==> src/rtl/fetch_queue.sv <==
// fetch_queue: instruction fetch queue between a synchronous imem and decode.
//
// The fetch pc is registered and driven straight onto o_address_imem. The imem
// answers on i_q_imem within the same cycle; at the rising edge the pair
// {fetch_pc, q_imem} is pushed at the tail and fetch_pc advances. Decode pops
// the head with i_instr_ready while o_instr_valid is high. A redirect flushes
// the queue and reloads fetch_pc. Redirect takes priority over push and pop.
//
// Optional feature: define FETCH_PERF_EN to add o_bubble_count. It counts
// cycles where decode was ready but got nothing: empty cycles and redirect
// cycles. The counter saturates at all-ones.
//
// Ports:
//   i_clock          master clock, rising edge
//   i_reset          asynchronous active-high reset
//   o_address_imem   word address presented to imem (the fetch_pc register)
//   i_q_imem         imem read data for o_address_imem
//   i_redirect       flush and refetch from i_redirect_pc
//   i_redirect_pc    redirect target word address
//   i_instr_ready    decode can accept the head entry
//   o_instr_valid    head entry valid
//   o_instr_out      head instruction (0 when empty)
//   o_pc_out         head word address (0 when empty)
//   o_full           occupancy == DEPTH
//   o_empty          occupancy == 0
//   o_bubble_count   (FETCH_PERF_EN only) decode-starved cycle count
module fetch_queue #(
    parameter int unsigned DEPTH = 4  // 2, 4 or 8
) (
    input  logic        i_clock,
    input  logic        i_reset,
    output logic [11:0] o_address_imem,
    input  logic [31:0] i_q_imem,
    input  logic        i_redirect,
    input  logic [11:0] i_redirect_pc,
    input  logic        i_instr_ready,
    output logic        o_instr_valid,
    output logic [31:0] o_instr_out,
    output logic [11:0] o_pc_out,
`ifdef FETCH_PERF_EN
    output logic [31:0] o_bubble_count,
`endif
    output logic        o_full,
    output logic        o_empty
);

    localparam int unsigned PtrW = $clog2(DEPTH);
    localparam int unsigned CntW = PtrW + 1;
    localparam logic [PtrW-1:0] PtrOne  = PtrW'(1);
    localparam logic [CntW-1:0] CntOne  = CntW'(1);
    localparam logic [CntW-1:0] CntFull = CntW'(DEPTH);

    logic [11:0]     r_fetch_pc;
    logic [PtrW-1:0] r_wr_ptr;
    logic [PtrW-1:0] r_rd_ptr;
    logic [CntW-1:0] r_count;
    logic [11:0]     r_mem_pc    [DEPTH];
    logic [31:0]     r_mem_instr [DEPTH];

    logic            w_full;
    logic            w_empty;
    logic            w_pop;
    logic            w_push;
    logic [11:0]     w_fetch_pc_nxt;
    logic [PtrW-1:0] w_wr_ptr_nxt;
    logic [PtrW-1:0] w_rd_ptr_nxt;
    logic [CntW-1:0] w_count_nxt;

    assign w_full  = (r_count == CntFull);
    assign w_empty = (r_count == '0);
    // A pop on a full queue frees the slot the same-cycle push writes into.
    assign w_pop   = ~w_empty & i_instr_ready & ~i_redirect;
    assign w_push  = ~i_redirect & (~w_full | w_pop);

    always_comb begin
        w_fetch_pc_nxt = r_fetch_pc;
        w_wr_ptr_nxt   = r_wr_ptr;
        w_rd_ptr_nxt   = r_rd_ptr;
        w_count_nxt    = r_count;
        if (i_redirect) begin
            w_fetch_pc_nxt = i_redirect_pc;
            w_wr_ptr_nxt   = '0;
            w_rd_ptr_nxt   = '0;
            w_count_nxt    = '0;
        end else begin
            if (w_push) begin
                w_fetch_pc_nxt = r_fetch_pc + 12'd1;  // 12-bit wrap
                w_wr_ptr_nxt   = r_wr_ptr + PtrOne;
            end
            if (w_pop) begin
                w_rd_ptr_nxt = r_rd_ptr + PtrOne;
            end
            if (w_push && !w_pop) begin
                w_count_nxt = r_count + CntOne;
            end else if (w_pop && !w_push) begin
                w_count_nxt = r_count - CntOne;
            end
        end
    end

    always_ff @(posedge i_clock or posedge i_reset) begin
        if (i_reset) begin
            r_fetch_pc <= '0;
            r_wr_ptr   <= '0;
            r_rd_ptr   <= '0;
            r_count    <= '0;
        end else begin
            r_fetch_pc <= w_fetch_pc_nxt;
            r_wr_ptr   <= w_wr_ptr_nxt;
            r_rd_ptr   <= w_rd_ptr_nxt;
            r_count    <= w_count_nxt;
        end
    end

    // Storage needs no reset: the head is masked to zero whenever empty.
    always_ff @(posedge i_clock) begin
        if (w_push) begin
            r_mem_pc[r_wr_ptr]    <= r_fetch_pc;
            r_mem_instr[r_wr_ptr] <= i_q_imem;
        end
    end

    assign o_address_imem = r_fetch_pc;
    assign o_instr_valid  = ~w_empty;
    assign o_instr_out    = w_empty ? 32'd0 : r_mem_instr[r_rd_ptr];
    assign o_pc_out       = w_empty ? 12'd0 : r_mem_pc[r_rd_ptr];
    assign o_full         = w_full;
    assign o_empty        = w_empty;

`ifdef FETCH_PERF_EN
    logic [31:0] r_bubble_count;
    logic        w_bubble;

    // Redirect cycles count as bubbles even if the head was valid: that
    // handshake is discarded by the flush.
    assign w_bubble = i_instr_ready & (w_empty | i_redirect);

    always_ff @(posedge i_clock or posedge i_reset) begin
        if (i_reset) begin
            r_bubble_count <= '0;
        end else if (w_bubble && (r_bubble_count != 32'hFFFF_FFFF)) begin
            r_bubble_count <= r_bubble_count + 32'd1;
        end
    end

    assign o_bubble_count = r_bubble_count;
`endif

endmodule

==> config.mk <==
export PLATFORM = sky130hd
export DESIGN_NAME = fetch_queue
export DESIGN_NICKNAME = d
export VERILOG_FILES = /design/src/rtl/fetch_queue.sv
export SDC_FILE = /design/constraint.sdc
export NUM_CORES = 1
export LEC_CHECK = 0
export CAP_MARGIN = 20
export CORE_UTILIZATION = 35
export CTS_CLUSTER_DIAMETER = 100
export DETAILED_ROUTE_END_ITERATION = 10
export GPL_TIMING_DRIVEN = 0
export MAX_ROUTING_LAYER = met4
export SYNTH_ARGS = -nofsm -noshare
export SYNTH_HDL_FRONTEND = slang
export SYNTH_SLANG_ARGS = --single-unit
==> constraint.sdc <==
create_clock -name i_clock -period 3.2 [get_ports i_clock]
set_input_delay 0.64 -clock i_clock [delete_from_list [all_inputs] [get_ports i_clock]]
set_output_delay 0.64 -clock i_clock [all_outputs]
set_load 0.02 [all_outputs]
==> results of run 1 <==
-- kinds of logic after synthesis --
family                   count (synthesis)  synth area share (%)
multiplexers                            46                  12.9
AND/OR/NAND/NOR                         88                  6.59
AO/OA/AOI/OAI                           30                  2.71
flip-flops                             195                  73.4
buffers and inverters                   31                  1.85
adder cells (fa/ha/maj)                  6                  1.05
XOR/XNOR                                13                  1.45
-- worst max-delay path by stage --
stage / slack [ns] / startpoint / to / cells past startpoint
after global placement: -1.14 / i_instr_ready / r_mem_instr[1][15] / 5
after CTS: 0.001 / r_rd_ptr[0] / o_pc_out[4] / 5
after floorplan: 0.41 / i_redirect / r_mem_instr[0][0] / 5
final: 0.09 / r_count[0] / o_instr_out[28] / 5
after detailed placement: -0.07 / i_instr_ready / r_mem_instr[0][17] / 6
after global routing: 0.001 / r_count[0] / o_pc_out[1] / 5
-- through the flow --
| step | hold slack, ns | utilization, % | setup TNS, ns |
|---|---|---|---|
| after global placement | 0.559 | 42.2 | -199.57 |
| after detailed placement | 0.588 | 42.7 | -2.28 |
| after floorplan | 0.550 | - | 0 |
| after CTS | 0.598 | 45.5 | 0 |
| after global routing | 0.649 | 45.7 | 0 |
| final | 0.597 | 45.7 | 0 |
-- synth_stat cells, drive strengths merged --
master     n  area [sq um]
a2111oi    3          57.6
a211oi     3          22.5
a21oi      9          45.0
a311o      1          10.0
and2      49           307
buf       10          66.3
clkbuf    11          41.3
dfrtp     19           475
edfxtp   176          5290
fa         1          20.0
ha         5          62.6
inv       10          37.5
mux2       1          11.3
mux2i      1          10.0
mux4      44           991
nand2     19          73.8
nand2b     1          13.8
nand3      6          30.0
nand4      4          40.0
nor2       6          22.5
nor3       1          5.00
nor3b      1          18.8
o211ai     2          15.0
o21a       1          7.51
o21ai     11          55.1
or3        1          6.26
xnor2     10          87.6
xor2       3          26.3
-- worst max-delay path, cell delays in order, from the launching register on --
cell	delay [ns]
dfrtp_1	0.47
or3_1	0.43
clkbuf_4	0.22
clkbuf_4	0.21
and2_1	0.16
clkdlybuf4s50_1	0.55
-- area by class of cell --
type                            instances  share of cell area (%)
Multi-Input combinational cell        183                    19.4
Tap cell                              280                    3.50
Buffer                                 21                    1.51
Timing Repair Buffer                  109                    11.6
Clock buffer                           18                    4.29
Sequential cell                       195                    57.6
Inverter                               10                   0.375
Clock inverter                         14                    1.73
-- where the power goes --
group / total, uW / switching (uW) / internal [uW]
clock: 2150 / 907 / 1240
combinational: 2830 / 1440 / 1390
sequential: 3350 / 153 / 3200
-- per-layer routing --
metal	global-route usage (%)	vias to the layer above	wire length, um
li1	-	1862	-
met5	-	-	0
met3	3.26	10	558
met4	4.06	0	110
met2	24.3	93	7860
met1	19.2	2070	7000
-- flip-flops by register name, indices dropped and copies added (netlist names) --
| name | count |
|---|---|
| r_mem_instr | 128 |
| r_mem_pc | 48 |
| o_address_imem | 12 |
| r_count | 3 |
| r_rd_ptr | 2 |
| r_wr_ptr | 2 |
-- repair_timing --
action | CTS | global route
endpoints found under the setup margin | 29 | 38
pin swaps | 0 | 0
gates resized for setup | 11 | 18
gates cloned | 0 | 0
==> flow_summary.json, run 1 <==
{
  "num_antenna_cells": 0,
  "multi_input_area_sq_mm": 0.00194,
  "die-area_sq_mm": 0.0230,
  "ant_nets": 0,
  "num_vias": 4035,
  "initial_core_util_pct": 35.8,
  "gr-usage-all-layers_pct": 15.1,
  "clk_latency_ns": 0.42,
  "setup_slack_ns": 0.0920,
  "stdcell_area_sq_mm": 0.0100,
  "pre_cts_slack_ns": -0.0670,
  "pin_count": 107,
  "synth_nets": 463,
  "antenna_found_initial": 0,
  "powerDensity_mw_per_mm2": 832,
  "die_w_um": 152,
  "drive_above_1_share_pct": 19.1,
  "place_area_sq_mm": 0.00934,
  "final_cell_mix": "edfxtp_1 (176), clkdlybuf4s50_1 (97), and2_1 (45)",
  "post_drt_wl_per_cell_um": 18.7,
  "die_h_um": 152,
  "cts_sinks": 195,
  "synth_warnings": 0,
  "grt_max_degree": 28,
  "dp_hpwl_mm": 10.2,
  "portBuffers": 105,
  "clock.fmax_ghz": 0.322,
  "crit_type": "reg -> out",
  "final_nets": 591,
  "r2r_start": "r_count[1]",
  "cp_max_fo": 10,
  "first_global_vias": 4363,
  "r2r_end": "r_mem_instr[0][31]",
  "hold_buffers": 0,
  "cap_violations": 0,
  "rsz0062_at_grt": "no",
  "gp_congestion": 0.794,
  "fin_crit_ns": 3.11,
  "r2r_cells": 5,
  "first_iter_violations": 141,
  "vias_per_cell": 4.86,
  "clk_pin_slew_worst_paths_ns": 0.07,
  "required_ns": 2.56,
  "post-cts-setup-buffer-count": 0,
  "hold_end": "r_wr_ptr[1]",
  "report.final.slew_viol_count": 0,
  "finalSetupViolations": 0,
  "hold_start": "r_wr_ptr[1]",
  "overflow": 0,
  "fin_total_pwr_uw": 8330,
  "yosysSeqAreaShare_pct": 73.4,
  "p_leak_uw": 0.00338,
  "avgSynthCellArea_sq_um": 19.2,
  "ys_ff_latch": 195,
  "period_share_pct": 97.1,
  "fin_cells": 830,
  "core_sq_mm": 0.0219,
  "placed_cells": 798,
  "syn_area_sq_mm": 0.00784,
  "detail_route.drc_violations": 0,
  "status": "completed",
  "finClkSkew_ns": 0.00879,
  "crit_arrival_ns": 2.47,
  "cts-root-buf": "clkbuf_16",
  "finalHoldViolCount": 0,
  "numCtsBuffers": 17,
  "worstSetupEndpointType": "primary output",
  "routed_wl_mm": 15.5,
  "syn_inst": 409,
  "hold_class": "reg -> reg",
  "ir_drop_mv": 0.380,
  "dr.pass1.iters": 4,
  "regArea_sq_mm": 0.00576,
  "synthDistinctLibCells": 35,
  "final_common_cell": "edfxtp_1",
  "area_delta_synth_final_pct": 27.5,
  "hold_depth": 2,
  "clockBufferDepth": 2,
  "regToRegSetupSlack_ns": 0.79,
  "htree_levels": 4,
  "grt_pass1_wl_mm": 24.0,
  "maxSlewHeadroom_pct": 43.5,
  "cp-start-kind": "flip-flop",
  "tightest_slew_ns": 0.847,
  "num_rows": 54,
  "cts_tree": "yes",
  "fill_cells": 1899
}
(Power assumes the default switching activity.)
==> run 2, diff against run 1 <==
==> constraint.sdc (replaced) <==
create_clock -name i_clock -period 3.2 [get_ports i_clock]
set_input_delay 0.48 -clock i_clock [delete_from_list [all_inputs] [get_ports i_clock]]
set_output_delay 0.48 -clock i_clock [all_outputs]
set_load 0.02 [all_outputs]
==> flow_summary.json, run 2 (synthesized netlist as in run 1, its figures left out) <==
{
  "status": "completed",
  "drive_above_1_share_pct": 18.9,
  "pin_count": 107,
  "required_ns": 2.72,
  "num_rows": 54,
  "htree_levels": 4,
  "clk_pin_slew_worst_paths_ns": 0.07,
  "die_h_um": 152,
  "whs_ns": 0.482,
  "timing.critical_path.buf_inv": 3,
  "numCtsBuffers": 17,
  "crit_arrival_ns": 2.56,
  "crit_type": "reg -> out",
  "cts-root-buf": "clkbuf_16",
  "core_sq_mm": 0.0219,
  "cp.depth": 5,
  "first_iter_violations": 164,
  "p_switching_uw": 2510,
  "dr.pass1.iters": 4,
  "clock.fmax_ghz": 0.329,
  "r2r_cells": 5,
  "overflow": 0,
  "cts_sinks": 195,
  "slowest_delay_ns": 0.53,
  "num_antenna_cells": 0,
  "p_seq_share_pct": 40.3,
  "maxSlewHeadroom_pct": 44.8,
  "grt_max_degree": 28,
  "final_common_cell": "edfxtp_1",
  "hold_class": "in -> async",
  "routed_wl_mm": 15.6,
  "die_w_um": 152,
  "hold_buffers": 0,
  "post-route-util_pct": 45.5,
  "cp-start-kind": "flip-flop",
  "netSwitchingFraction_pct": 30.2,
  "tightest_slew_ns": 0.829,
  "grt_pass1_wl_mm": 24.0,
  "finalSetupViolations": 0,
  "num_vias": 4037,
  "finClkSkew_ns": 0.00960,
  "die-area_sq_mm": 0.0230,
  "clockBufferDepth": 2,
  "final_nets": 591,
  "regMostFlops": "r_mem_instr",
  "clk_latency_ns": 0.42,
  "gr-usage-all-layers_pct": 15.1,
  "first_global_vias": 4366,
  "cp_slowest_cell": "clkdlybuf4s50_1",
  "antenna_found_initial": 0,
  "powerDensity_mw_per_mm2": 835,
  "final_cell_mix": "edfxtp_1 (176), clkdlybuf4s50_1 (105), and2_1 (45)",
  "rsz0062_at_grt": "no",
  "cts_tree": "yes",
  "fill_cells": 1899,
  "gp_congestion": 0.794,
  "fin_crit_ns": 3.04,
  "finalHoldViolCount": 0,
  "combPwrFrac_pct": 33.8,
  "area_delta_synth_final_pct": 26.9,
  "ir_drop_mv": 0.381,
  "dp_hpwl_mm": 10.2,
  "clkPwrFrac_pct": 25.9,
  "intPower_uw": 5800,
  "period_share_pct": 94.9,
  "worst_path_dominant_cell_family": "buffers and inverters",
  "vias_per_cell": 4.86,
  "initial_core_util_pct": 35.8,
  "portBuffers": 105,
  "post_drt_wl_per_cell_um": 18.8,
  "report.final.slew_viol_count": 0,
  "worstSetupEndpointType": "primary output",
  "cpMostUsedCell": "clkbuf_2",
  "post-cts-setup-buffer-count": 0,
  "cp_cell_sequence": "or3_1, clkbuf_2, clkbuf_2, and2_1, clkdlybuf4s50_1",
  "cp_max_fo": 10,
  "largest_reg_flops": 128,
  "cap_violations": 0,
  "p_leak_uw": 0.00326,
  "detail_route.drc_violations": 0,
  "ant_nets": 0
}
==> run 2: changes by cell type in the layout (fill, tap and decap cells not counted) <==
cell | before | now
buf_8 | 1 | 0
clkbuf_2 | 2 | 5
clkbuf_1 | 6 | 7
clkbuf_4 | 2 | 3
buf_4 | 0 | 2
buf_6 | 6 | 2
clkdlybuf4s50_1 | 97 | 105
dlymetal6s2s_1 | 8 | 0
buf_2 | 5 | 3
==> run 2: final cells by class <==
type | count | area, sq um | share of cell area (%)
Clock inverter | 14 | 173 | 1.73
Buffer | 21 | 123 | 1.23
Sequential cell | 195 | 5760 | 57.9
Multi-Input combinational cell | 183 | 1940 | 19.5
Inverter | 10 | 37.5 | 0.377
Tap cell | 280 | 350 | 3.52
Timing Repair Buffer | 109 | 1140 | 11.4
Clock buffer | 18 | 429 | 4.31
==> run 2: metrics by stage <==
step                      worst slack (ns)  area (sq um)  cells  total power [uW]  setup TNS, ns
after detailed placement            0.0930          9340    798              6270              0
final                                0.165          9950    830              8310              0
after global routing                0.0247          9950    830              8730              0
after CTS                           0.0238          9940    830              8430              0
after floorplan                      0.569          7840    409              5010              0
after global placement              -0.980          9250    794              6190        -171.41
==> run 2: path summary, 6_finish.rpt <==
| kind | slack (ns) | to | from |
|---|---|---|---|
| setup / recovery | 0.16 | o_instr_out[22] | r_count[0] |
| hold / removal | 0.48 | o_address_imem[8] | i_reset |
| setup reg to reg | 0.80 | r_mem_instr[0][31] | r_count[1] |
| hold reg to reg | 0.60 | r_wr_ptr[1] | r_wr_ptr[1] |
| max in group asynchronous | 2.23 | r_count[1] | i_reset |
| min in group i_clock | 0.57 | o_address_imem[8] | i_redirect |
==> run 2: repair_timing <==
item,in CTS,in global routing
gates resized for setup,4,7
endpoints found under the hold margin,0,0
endpoints found under the setup margin,29,28
==> run 2: power by group through the flow <==
stage	Clock (uW)	Sequential [uW]	Combinational [uW]
finish	2150	3350	2810
CTS	2200	3360	2880
global placement	0	3410	2780
global route	2300	3390	3050
floorplan	0	3390	1620
detailed placement	0	3410	2860
==> run 2: layer usage <==
layer,wire length (um),share of wire (%),GRT usage [%],vias up
met5,0,0,-,-
met4,106,0.68,4.06,0
met3,481,3.1,3.26,7
met2,7880,51,24.3,98
met1,7110,46,19.2,2077
li1,-,-,-,1855
